[src/rtl/uart_pkg.sv]
// rtl/uart_pkg.sv - shared UART types and constants for the transmit and receive paths
package uart_pkg;

  typedef enum logic [1:0] {
    IDLE  = 2'd0,
    START = 2'd1,
    DATA  = 2'd2,
    STOP  = 2'd3
  } tx_state_t;

  localparam int   UART_DATA_BITS            = 8;
  localparam int   UART_DEFAULT_CLKS_PER_BIT = 10;
  localparam logic UART_IDLE_LEVEL           = 1'b1;

endpackage

[src/rtl/uart_transmitter_if.sv]
// rtl/uart_transmitter_if.sv - byte handshake between the producer and the UART transmitter
interface uart_transmitter_if;
  import uart_pkg::*;

  logic [UART_DATA_BITS-1:0] tx_data;
  logic                      tx_start;
  logic                      tx_ready;
  logic                      tx_busy;
  logic                      tx_done;

  modport master (
    output tx_data,
    output tx_start,
    input  tx_ready,
    input  tx_busy,
    input  tx_done
  );

  modport slave (
    input  tx_data,
    input  tx_start,
    output tx_ready,
    output tx_busy,
    output tx_done
  );

endinterface

[src/rtl/tx_bit_timer.sv]
// rtl/tx_bit_timer.sv - bit-period counter, ticks on the last clock of each bit
module tx_bit_timer #(
  parameter  int CLKS_PER_BIT = 10,
  localparam int CW           = (CLKS_PER_BIT > 1) ? $clog2(CLKS_PER_BIT) : 1
) (
  input  logic          clk,
  input  logic          rst,
  input  logic          enable,
  input  logic          clear,
  output logic [CW-1:0] count,
  output logic          bit_tick
);

  localparam logic [CW-1:0] LAST = CW'(CLKS_PER_BIT - 1);

  logic [CW-1:0] count_q, count_d;

  always_comb begin
    count_d = count_q;
    if (clear) begin
      count_d = '0;
    end else if (enable) begin
      count_d = (count_q == LAST) ? '0 : count_q + 1'b1;
    end
  end

  always_ff @(posedge clk) begin
    if (rst) begin
      count_q <= '0;
    end else begin
      count_q <= count_d;
    end
  end

  assign count    = count_q;
  assign bit_tick = enable && (count_q == LAST);

endmodule

[src/rtl/uart_transmitter.sv]
// rtl/uart_transmitter.sv - 8N1 UART transmitter: FSM, shift register and bit index
module uart_transmitter
  import uart_pkg::*;
#(
  parameter int CLKS_PER_BIT = UART_DEFAULT_CLKS_PER_BIT,
  parameter int DATA_BITS    = UART_DATA_BITS
) (
  input  logic                clk,
  input  logic                rst,
  uart_transmitter_if.slave   tx,
  output logic                serial_out
);

  localparam int         CW       = (CLKS_PER_BIT > 1) ? $clog2(CLKS_PER_BIT) : 1;
  localparam logic [2:0] LAST_IDX = 3'(DATA_BITS - 1);

  tx_state_t            state_q, state_d;
  logic [DATA_BITS-1:0] shift_q, shift_d;
  logic [2:0]           bit_idx_q, bit_idx_d;
  logic                 serial_q, serial_d;
  logic                 done_q, done_d;
  logic                 timer_clear;
  logic                 bit_tick;
  logic [CW-1:0]        bit_count;

  tx_bit_timer #(.CLKS_PER_BIT(CLKS_PER_BIT)) u_timer (
    .clk      (clk),
    .rst      (rst),
    .enable   (state_q != IDLE),
    .clear    (timer_clear),
    .count    (bit_count),
    .bit_tick (bit_tick)
  );

  // serial_d is the level for the cycle after this edge, so the line is registered.
  always_comb begin
    state_d     = state_q;
    shift_d     = shift_q;
    bit_idx_d   = bit_idx_q;
    serial_d    = serial_q;
    done_d      = 1'b0;
    timer_clear = 1'b0;
    case (state_q)
      IDLE: begin
        serial_d = UART_IDLE_LEVEL;
        if (tx.tx_start) begin
          shift_d     = tx.tx_data;
          timer_clear = 1'b1;
          state_d     = START;
          serial_d    = 1'b0;
        end
      end
      START: begin
        if (bit_tick) begin
          state_d   = DATA;
          bit_idx_d = '0;
          serial_d  = shift_q[0];
        end
      end
      DATA: begin
        if (bit_tick) begin
          if (bit_idx_q == LAST_IDX) begin
            state_d  = STOP;
            serial_d = UART_IDLE_LEVEL;
          end else begin
            shift_d   = shift_q >> 1;
            bit_idx_d = bit_idx_q + 3'd1;
            serial_d  = shift_q[1];
          end
        end
      end
      STOP: begin
        if (bit_tick) begin
          state_d = IDLE;
          done_d  = 1'b1;
        end
      end
      default: state_d = IDLE;
    endcase
  end

  always_ff @(posedge clk) begin
    if (rst) begin
      state_q   <= IDLE;
      shift_q   <= '0;
      bit_idx_q <= '0;
      serial_q  <= UART_IDLE_LEVEL;
      done_q    <= 1'b0;
    end else begin
      state_q   <= state_d;
      shift_q   <= shift_d;
      bit_idx_q <= bit_idx_d;
      serial_q  <= serial_d;
      done_q    <= done_d;
    end
  end

  always_ff @(posedge clk) begin
    if (!rst && state_q == IDLE) begin
      assert (bit_count == '0);
    end
  end

  assign serial_out  = serial_q;
  assign tx.tx_ready = (state_q == IDLE);
  assign tx.tx_busy  = (state_q != IDLE);
  assign tx.tx_done  = done_q;

endmodule

[src/flat_wrapper.sv]
// flat-port wrapper written by rule: the top's interface ports become plain ports
module uart_transmitter_flat import uart_pkg::*;
#(
  parameter int CLKS_PER_BIT = UART_DEFAULT_CLKS_PER_BIT,
  parameter int DATA_BITS    = UART_DATA_BITS
)
  (clk, rst, serial_out, tx_tx_data, tx_tx_start, tx_tx_ready, tx_tx_busy, tx_tx_done);
  uart_transmitter_if tx_i ();
  input  logic clk;
  input  logic rst;
  output logic serial_out;
  input wire logic [$bits(tx_i.tx_data)-1:0] tx_tx_data;
  input wire logic [$bits(tx_i.tx_start)-1:0] tx_tx_start;
  output wire logic [$bits(tx_i.tx_ready)-1:0] tx_tx_ready;
  output wire logic [$bits(tx_i.tx_busy)-1:0] tx_tx_busy;
  output wire logic [$bits(tx_i.tx_done)-1:0] tx_tx_done;
  assign tx_i.tx_data = tx_tx_data;
  assign tx_i.tx_start = tx_tx_start;
  assign tx_tx_ready = tx_i.tx_ready;
  assign tx_tx_busy = tx_i.tx_busy;
  assign tx_tx_done = tx_i.tx_done;
  uart_transmitter #(.CLKS_PER_BIT(CLKS_PER_BIT), .DATA_BITS(DATA_BITS)) u_core (.clk(clk), .rst(rst), .tx(tx_i), .serial_out(serial_out));
endmodule
[config.mk]
export PLATFORM = sky130hd
export DESIGN_NAME = uart_transmitter_flat
export DESIGN_NICKNAME = d
export VERILOG_FILES = /design/src/rtl/uart_pkg.sv /design/src/rtl/uart_transmitter_if.sv /design/src/rtl/tx_bit_timer.sv /design/src/rtl/uart_transmitter.sv /design/src/flat_wrapper.sv
export SDC_FILE = /design/constraint.sdc
export NUM_CORES = 1
export LEC_CHECK = 0
export CAP_MARGIN = 30
export CELL_PAD_IN_SITES_DETAIL_PLACEMENT = 0
export CELL_PAD_IN_SITES_GLOBAL_PLACEMENT = 1
export CORE_UTILIZATION = 36
export CTS_BUF_LIST = sky130_fd_sc_hd__clkbuf_8 sky130_fd_sc_hd__clkbuf_16
export CTS_CLUSTER_DIAMETER = 80
export CTS_CLUSTER_SIZE = 16
export DETAILED_ROUTE_END_ITERATION = 10
export GPL_ROUTABILITY_DRIVEN = 0
export GPL_TIMING_DRIVEN = 0
export PLACE_DENSITY_LB_ADDON = 0.1
export SYNTH_ARGS = -nofsm -noshare
export SYNTH_HDL_FRONTEND = slang
export SYNTH_SLANG_ARGS = --single-unit
[constraint.sdc]
create_clock -name clk -period 2 [get_ports clk]
set_input_delay 0.6 -clock clk [delete_from_list [all_inputs] [get_ports clk]]
set_output_delay 0.6 -clock clk [all_outputs]
set_load 0.005 [all_outputs]
==> flow_summary.toml, run 1 <==
[route]
met2_length_um = 846
drtIter0Drc = 25
wl_met1_um = 1210
dr.pass1.iters = 4
top_layer_used = "met4"
met3WireLength_um = 102
avgViaCountPerCell = 5.15
via_count = 834
drt-total-wl_um = 2200
drc_errors = 0
wire_per_inst_um = 13.6
ant_nets = 0

[critical_path]
r2r_setup_slack_ps = 80
worst_ep_required_time_ps = 1400
worstPathCellList = "inv_2 -> ha_4 -> clkdlybuf4s50_1"
slowest_delay_ps = 500
critPathKind = "reg2out"
cp.arrival_ps = 1350
cp.buffers_inverters = 2
crit_path_end_kind = "output pin"
r2r_start = "u_core.state_q[1]"
critical_path.max_fanout = 3
r2r_cells = 8
cp-start-kind = "flip-flop"
cp_top_family = "buffers and inverters"
cp_slowest_cell = "clkdlybuf4s50_1"
rr_endpoint = "u_core.serial_out"

[die]
die_h_um = 55.9
num_rows = 19
chipWidth_um = 55.9
core-area_um2 = 2760
start_util_pct = 38.0
die_area_um2 = 3130
io_pins = 15

[sta]
rsz0062_at_grt = "true"
setup_tns_ps = 0
final-hold-violation-count = 0
setup_violations = 0
clock_skew_ps = 3.26
fin_crit_sh_pct = 97.5
post-route-min-period_ps = 1950
slew_viol_final = 0
fin_ws_ps = 49.6
fmax_ghz = 0.513
tightest_slew_ps = 490
slew_headroom_pct = 67.3

[synth]
avgSynthCellArea_um2 = 9.70
yosys-top-cells-area = "dfxtp_1 (36%), ha_1 (9.6%), mux2i_1 (8.6%)"
synth_simple_gate_area_share_pct = 20.5
synth-compound-area-share_pct = 18.2
synth_mux_area_share_pct = 9.68
ys_types = 36
synth_top_family_by_area = "simple AND/OR/NAND/NOR gates"
syn_inst = 108
yosysTopAreaCell = "dfxtp_1"
synth-edff-count = 0
synth_area_um2 = 1050
synth_adder_area_share_pct = 9.56
synth_nets = 127
synth_seq_cells = 19
synth_seq_area_share_pct = 36.3
async_flop_share_pct = 0
synth-main-ff-cell = "dfxtp_1"
yosysWarningCount = 0
synth_xor_area_share_pct = 1.67
synth_top_cell_area_share_pct = 36.3

[clock_tree]
cts_buffers = 3
cts_tree = "built"
clock_latency_ps = 260
htree_num_levels = 1
clk_path_buf_depth = 2
cts.sinks = 19
clockRootBuffer = "clkbuf_8"
path_clk_slew_ps = 70

[placement]
hpwlAfterDp_um = 1490
pre_cts_ws_ps = -130
io_buffers = 14

[power]
ir_drop_mv = 1.10
internal_power_mw = 1.10
p_leak_nw = 0.540
p_comb_share_pct = 52.9
p_seq_share_pct = 31.7
clockPowerShare_pct = 15.3
p_per_area_nw_per_um2 = 1270
switching_share_pct = 36.0
power.switching_mw = 0.618

[global_routing]
gr-usage-all-layers_pct = 14.9
grt_pass1_wl_um = 3560
grt_pass1_vias = 739
grt_max_degree = 11
grt_overflow = 0
antenna_found_initial = 0

[hold_path]
min_from = "u_core.serial_out"
min_path_cells = 1
min_to = "u_core.serial_out"
hold_path.class = "reg2reg"

[layout]
finalNetCount = 151
drive_gt1_share_pct = 18.3
antenna_cells = 0
syn_to_final_growth_pct = 28.9
num-fill-cells = 256

[job]
drv_cap = 0

[status]
status = "complete, no violations"
==> registers in the layout, indices dropped and copies added (netlist names) <==
name,count
u_core.shift_q,8
u_core.tx.tx_done,1
u_core.serial_out,1
u_core.u_timer.count,4
u_core.bit_idx_q,3
u_core.state_q,2
==> per-stage QoR <==
stage,std cells,power [mW],hold WS (ps),utilization (%),area (um^2)
finish,162,1.72,485,49.0,1350
global route,162,1.83,499,49.0,1350
CTS,160,1.67,491,47.5,1310
global placement,153,1.31,459,44.5,1230
floorplan,108,1.10,446,-,1050
detailed placement,153,1.31,474,44.5,1230
==> cell type report <==
class	instances	area, um^2	area share, %
plain buffers	5	31.3	2.32
clock buffers	3	41.3	3.06
clock inverters	1	3.75	0.278
inverters	3	11.3	0.834
multi-input cells	81	654	48.5
flip-flops and latches	19	385	28.5
well taps	31	38.8	2.87
repair buffers	19	184	13.6
==> logic make-up (layout without fill, tap and decap cells) <==
| kind of cell | Yosys count | after routing |
|---|---|---|
| and+or+nand+nor | 37 | 37 |
| AOI/OAI and AO/OA | 24 | 24 |
| DFF | 19 | 19 |
| muxes | 10 | 10 |
| adders and majority gates | 8 | 8 |
| buffers and inverters | 8 | 31 |
| xor gates and xnor gates | 2 | 2 |
==> metal layers <==
layer | track usage [%] | up-vias
li1 | - | 435
met1 | 21.0 | 369
met2 | 21.0 | 24
met3 | 4.88 | 6
met4 | 5.57 | 0
met5 | 0 | -
==> power groups by stage <==
stage / clock network (mW) / logic [mW] / registers [mW]
final: 0.263 / 0.910 / 0.545
after floorplan: 0 / 0.559 / 0.540
after detailed placement: 0 / 0.751 / 0.557
after global routing: 0.288 / 0.989 / 0.555
after global placement: 0 / 0.754 / 0.555
after CTS: 0.274 / 0.851 / 0.543
==> worst max path at each step <==
stage	startpoint	endpoint	slack, ps	depth (start not counted)
after floorplan	u_core.state_q[0]	u_core.serial_out	50	7
after global placement	u_core.state_q[0]	u_core.serial_out	-100	7
after detailed placement	u_core.state_q[0]	u_core.serial_out	-130	7
after CTS	u_core.state_q[0]	tx_tx_busy	20	4
after global routing	u_core.state_q[0]	tx_tx_ready	-1	3
final	u_core.state_q[0]	tx_tx_ready	50	3
==> synth_stat cells, types with 3 or more instances <==
cell type and instances:
nand2b_1 3, inv_1 3, o21ai_0 3, a21oi_1 5, ha_1 8, mux2i_1 9, a211oi_1 7, dfxtp_1 19
nor2b_1 4, nor2_1 12, nand2_1 4
==> layout by cell type (no fill, tap or decap), types with 3 or more instances in the layout <==
| cell type | count |
|---|---|
| a211oi_1 | 7 |
| a21oi_1 | 5 |
| buf_4 | 5 |
| clkbuf_8 | 3 |
| clkdlybuf4s50_1 | 13 |
| dfxtp_1 | 17 |
| ha_1 | 6 |
| mux2i_1 | 9 |
| nand2_1 | 4 |
| nand2b_1 | 3 |
| nor2_1 | 12 |
| nor2b_1 | 4 |
| o21ai_0 | 3 |
==> repair_timing <==
| item | 4_1_cts | 5_1_grt |
|---|---|---|
| resized for setup | 7 | 6 |
| hold endpoints to repair | 0 | 0 |
| hold buffers | 0 | 0 |
| setup endpoints to repair | 10 | 8 |
| pin swaps | 1 | 1 |
| setup buffers | 3 | 2 |
No activity file was read; power rests on OpenSTA's default activity.
==> run 2, diff against run 1 <==
--- a/config.mk
+++ b/config.mk
@@ -18,4 +18,5 @@
 export PLACE_DENSITY_LB_ADDON = 0.1
 export SYNTH_ARGS = -nofsm -noshare
 export SYNTH_HDL_FRONTEND = slang
+export SYNTH_HIERARCHICAL = 1
 export SYNTH_SLANG_ARGS = --single-unit
==> run 2 against run 1 <==
Total power shrank 0.91%. Non-clock buffer count shrank 3. Via count grew 0.12%. Sequential power grew 2%. Count of clock-buffer cells in the layout is the same. Global-route usage grew 2.5 points. Combinational power shrank 3.5%. Final cell count shrank 1.2%. Cell area shrank 4.4%. First-iteration DRC count shrank 28%. Sequential share of layout area grew 1.3 points. Critical path type unchanged. Clock power grew 2%.
==> flow_summary.toml, run 2 <==
[sta]
rsz0062_at_grt = "false"
tightest_slew_ps = 539
fmax_ghz = 0.515
setup_violations = 0
slew_viol_final = 0
whs_ps = 465
final-hold-violation-count = 0
clock_skew_ps = 2.20
setup_tns_ps = 0
slew_headroom_pct = 64.1
fin_crit_sh_pct = 97.0
post-route-min-period_ps = 1940

[critical_path]
critical_path.max_fanout = 4
cp.arrival_ps = 1340
worstPathCellList = "inv_2 -> ha_4 -> clkdlybuf4s50_1"
rr_endpoint = "u_core/shift_q[3]"
slowest_delay_ps = 500
r2r_start = "u_core/state_q[0]"
cp_top_family = "buffers and inverters"
crit_path_end_kind = "output pin"
cp.buffers_inverters = 2
r2r_cells = 10
critPathKind = "reg2out"
worst_ep_required_time_ps = 1400
cp_slowest_cell = "clkdlybuf4s50_1"
cp-start-kind = "flip-flop"
r2r_setup_slack_ps = 180

[hold_path]
min_from = "u_core/bit_idx_q[2]"
hold_path.class = "reg2reg"
min_path_cells = 2
min_to = "u_core/bit_idx_q[2]"

[layout]
drive_gt1_share_pct = 16.9
register_area_um2 = 385
final_common_cell = "dfxtp_1"
syn_to_final_growth_pct = 28.2
mostFrequentLayoutCells = "dfxtp_1 (17), clkdlybuf4s50_1 (13), nor2_1 (12)"
antenna_cells = 0
multi_input_area_um2 = 611
largest_reg_flops = 8
finalNetCount = 150
regMostFlops = "u_core/shift_q"
num-fill-cells = 256

[global_routing]
grt_overflow = 0
grt_pass1_wl_um = 3530
gr-usage-all-layers_pct = 17.4
antenna_found_initial = 0
grt_max_degree = 12
grt_pass1_vias = 766

[synth]
yosys-top-cells-area = "dfxtp_1 (38%), ha_1 (10%), mux2i_1 (10%)"
synth_top_cell_area_share_pct = 37.8
synth.top_cells.by_count = "dfxtp_1 (19), nor2_1 (12), mux2i_1 (10)"
yosysWarningCount = 6
synth-edff-count = 0
synth_area_um2 = 1010
yosysTopAreaCell = "dfxtp_1"
async_flop_share_pct = 0
synth_nets = 127
syn_inst = 108
synth-main-ff-cell = "dfxtp_1"
yosysMostFrequentCell = "dfxtp_1"
synth_seq_area_share_pct = 37.8
ys_types = 32
synth_seq_cells = 19
avgSynthCellArea_um2 = 9.31

[die]
io_pins = 15
die_area_um2 = 3010
chipWidth_um = 54.9
start_util_pct = 39.2
core-area_um2 = 2570
num_rows = 18
die_h_um = 54.9

[clock_tree]
clk_path_buf_depth = 2
cts_buffers = 3
cts_tree = "built"
clock_latency_ps = 250
cts.sinks = 19
path_clk_slew_ps = 70
htree_num_levels = 1
clockRootBuffer = "clkbuf_8"

[power]
internal_power_mw = 1.06
ir_drop_mv = 1.05
p_seq_share_pct = 32.7
clockPowerShare_pct = 15.7
power.switching_mw = 0.642
p_leak_nw = 0.499
switching_share_pct = 37.7
p_comb_share_pct = 51.6
p_per_area_nw_per_um2 = 1320

[route]
drtIter0Drc = 18
drc_errors = 0
avgViaCountPerCell = 5.22
drt-total-wl_um = 2100
via_count = 835
dr.pass1.iters = 4
wire_per_inst_um = 13.1
ant_nets = 0

[placement]
io_buffers = 14
hpwlAfterDp_um = 1460

[job]
drv_cap = 0

[status]
status = "complete, no violations"
-- run 2: power by group through the flow --
stage	clock, mW	sequential [mW]	combinational [mW]
floorplan	0	0.554	0.574
global placement	0	0.571	0.762
detailed placement	0	0.573	0.773
CTS	0.284	0.556	0.871
global route	0.303	0.571	0.981
finish	0.268	0.557	0.878
-- run 2: layout make-up --
class	count	area share (%)
Buffer	3	1.55
Sequential cell	19	29.9
Clock inverter	1	0.388
Tap cell	30	2.91
Timing Repair Buffer	18	13.1
Multi-Input combinational cell	81	47.3
Clock buffer	3	3.20
Inverter	5	1.65
-- run 2: per-stage QoR --
step | setup slack [ps] | instances | util, % | area, um^2 | total power [mW]
2_1_floorplan | 32.6 | 108 | - | 1020 | 1.13
3_3_place_gp | -262 | 152 | 46.5 | 1190 | 1.33
3_5_place_dp | -306 | 152 | 46.5 | 1190 | 1.35
4_1_cts | 10.1 | 160 | 50.2 | 1290 | 1.71
5_1_grt | 1.19 | 160 | 50.2 | 1290 | 1.86
6_report | 59.7 | 160 | 50.2 | 1290 | 1.70
-- run 2: tightest hold or removal path: stages (launching register included) --
cell and delay, ps:
dfxtp_1 320, nand2_1 50, a21oi_1 50
-- run 2: timing repair --
item | in CTS | in global routing
hold buffers | 0 | 0
endpoints found under the hold margin | 0 | 0
gates resized for setup | 8 | 1
setup buffers | 4 | 0
endpoints found under the setup margin | 12 | 4
pin swaps | 2 | 2
-- run 2: cell families (layout without fill, tap and decap cells) --
group / after synthesis / count (layout) / synth area share (%)
AND/OR/NAND/NOR: 40 / 40 / 19.9
flip-flops: 19 / 19 / 37.8
XOR/XNOR: 2 / 2 / 1.74
multiplexers: 10 / 10 / 9.95
buffers and inverters: 8 / 30 / 3.86
AO/OA/AOI/OAI: 21 / 21 / 16.8
adder cells (fa/ha/maj): 8 / 8 / 9.95
-- run 2: worst max-delay path by stage --
stage	from	end	cells after the start
2_1_floorplan	u_core/state_q[0]	u_core/shift_q[2]	10
3_3_place_gp	u_core/state_q[0]	u_core/shift_q[2]	10
3_5_place_dp	u_core/state_q[0]	u_core/shift_q[2]	10
4_1_cts	u_core/state_q[1]	tx_tx_ready	3
5_1_grt	u_core/state_q[0]	tx_tx_ready	3
6_report	u_core/state_q[0]	tx_tx_ready	3
-- run 2: routing by layer --
layer | track usage, % | share of wire, % | vias to the layer above
li1 | - | - | 427
met1 | 21.4 | 51 | 387
met2 | 27.7 | 44 | 19
met3 | 5.83 | 4.0 | 2
met4 | 6.41 | 0.90 | 0
met5 | 0 | 0 | -
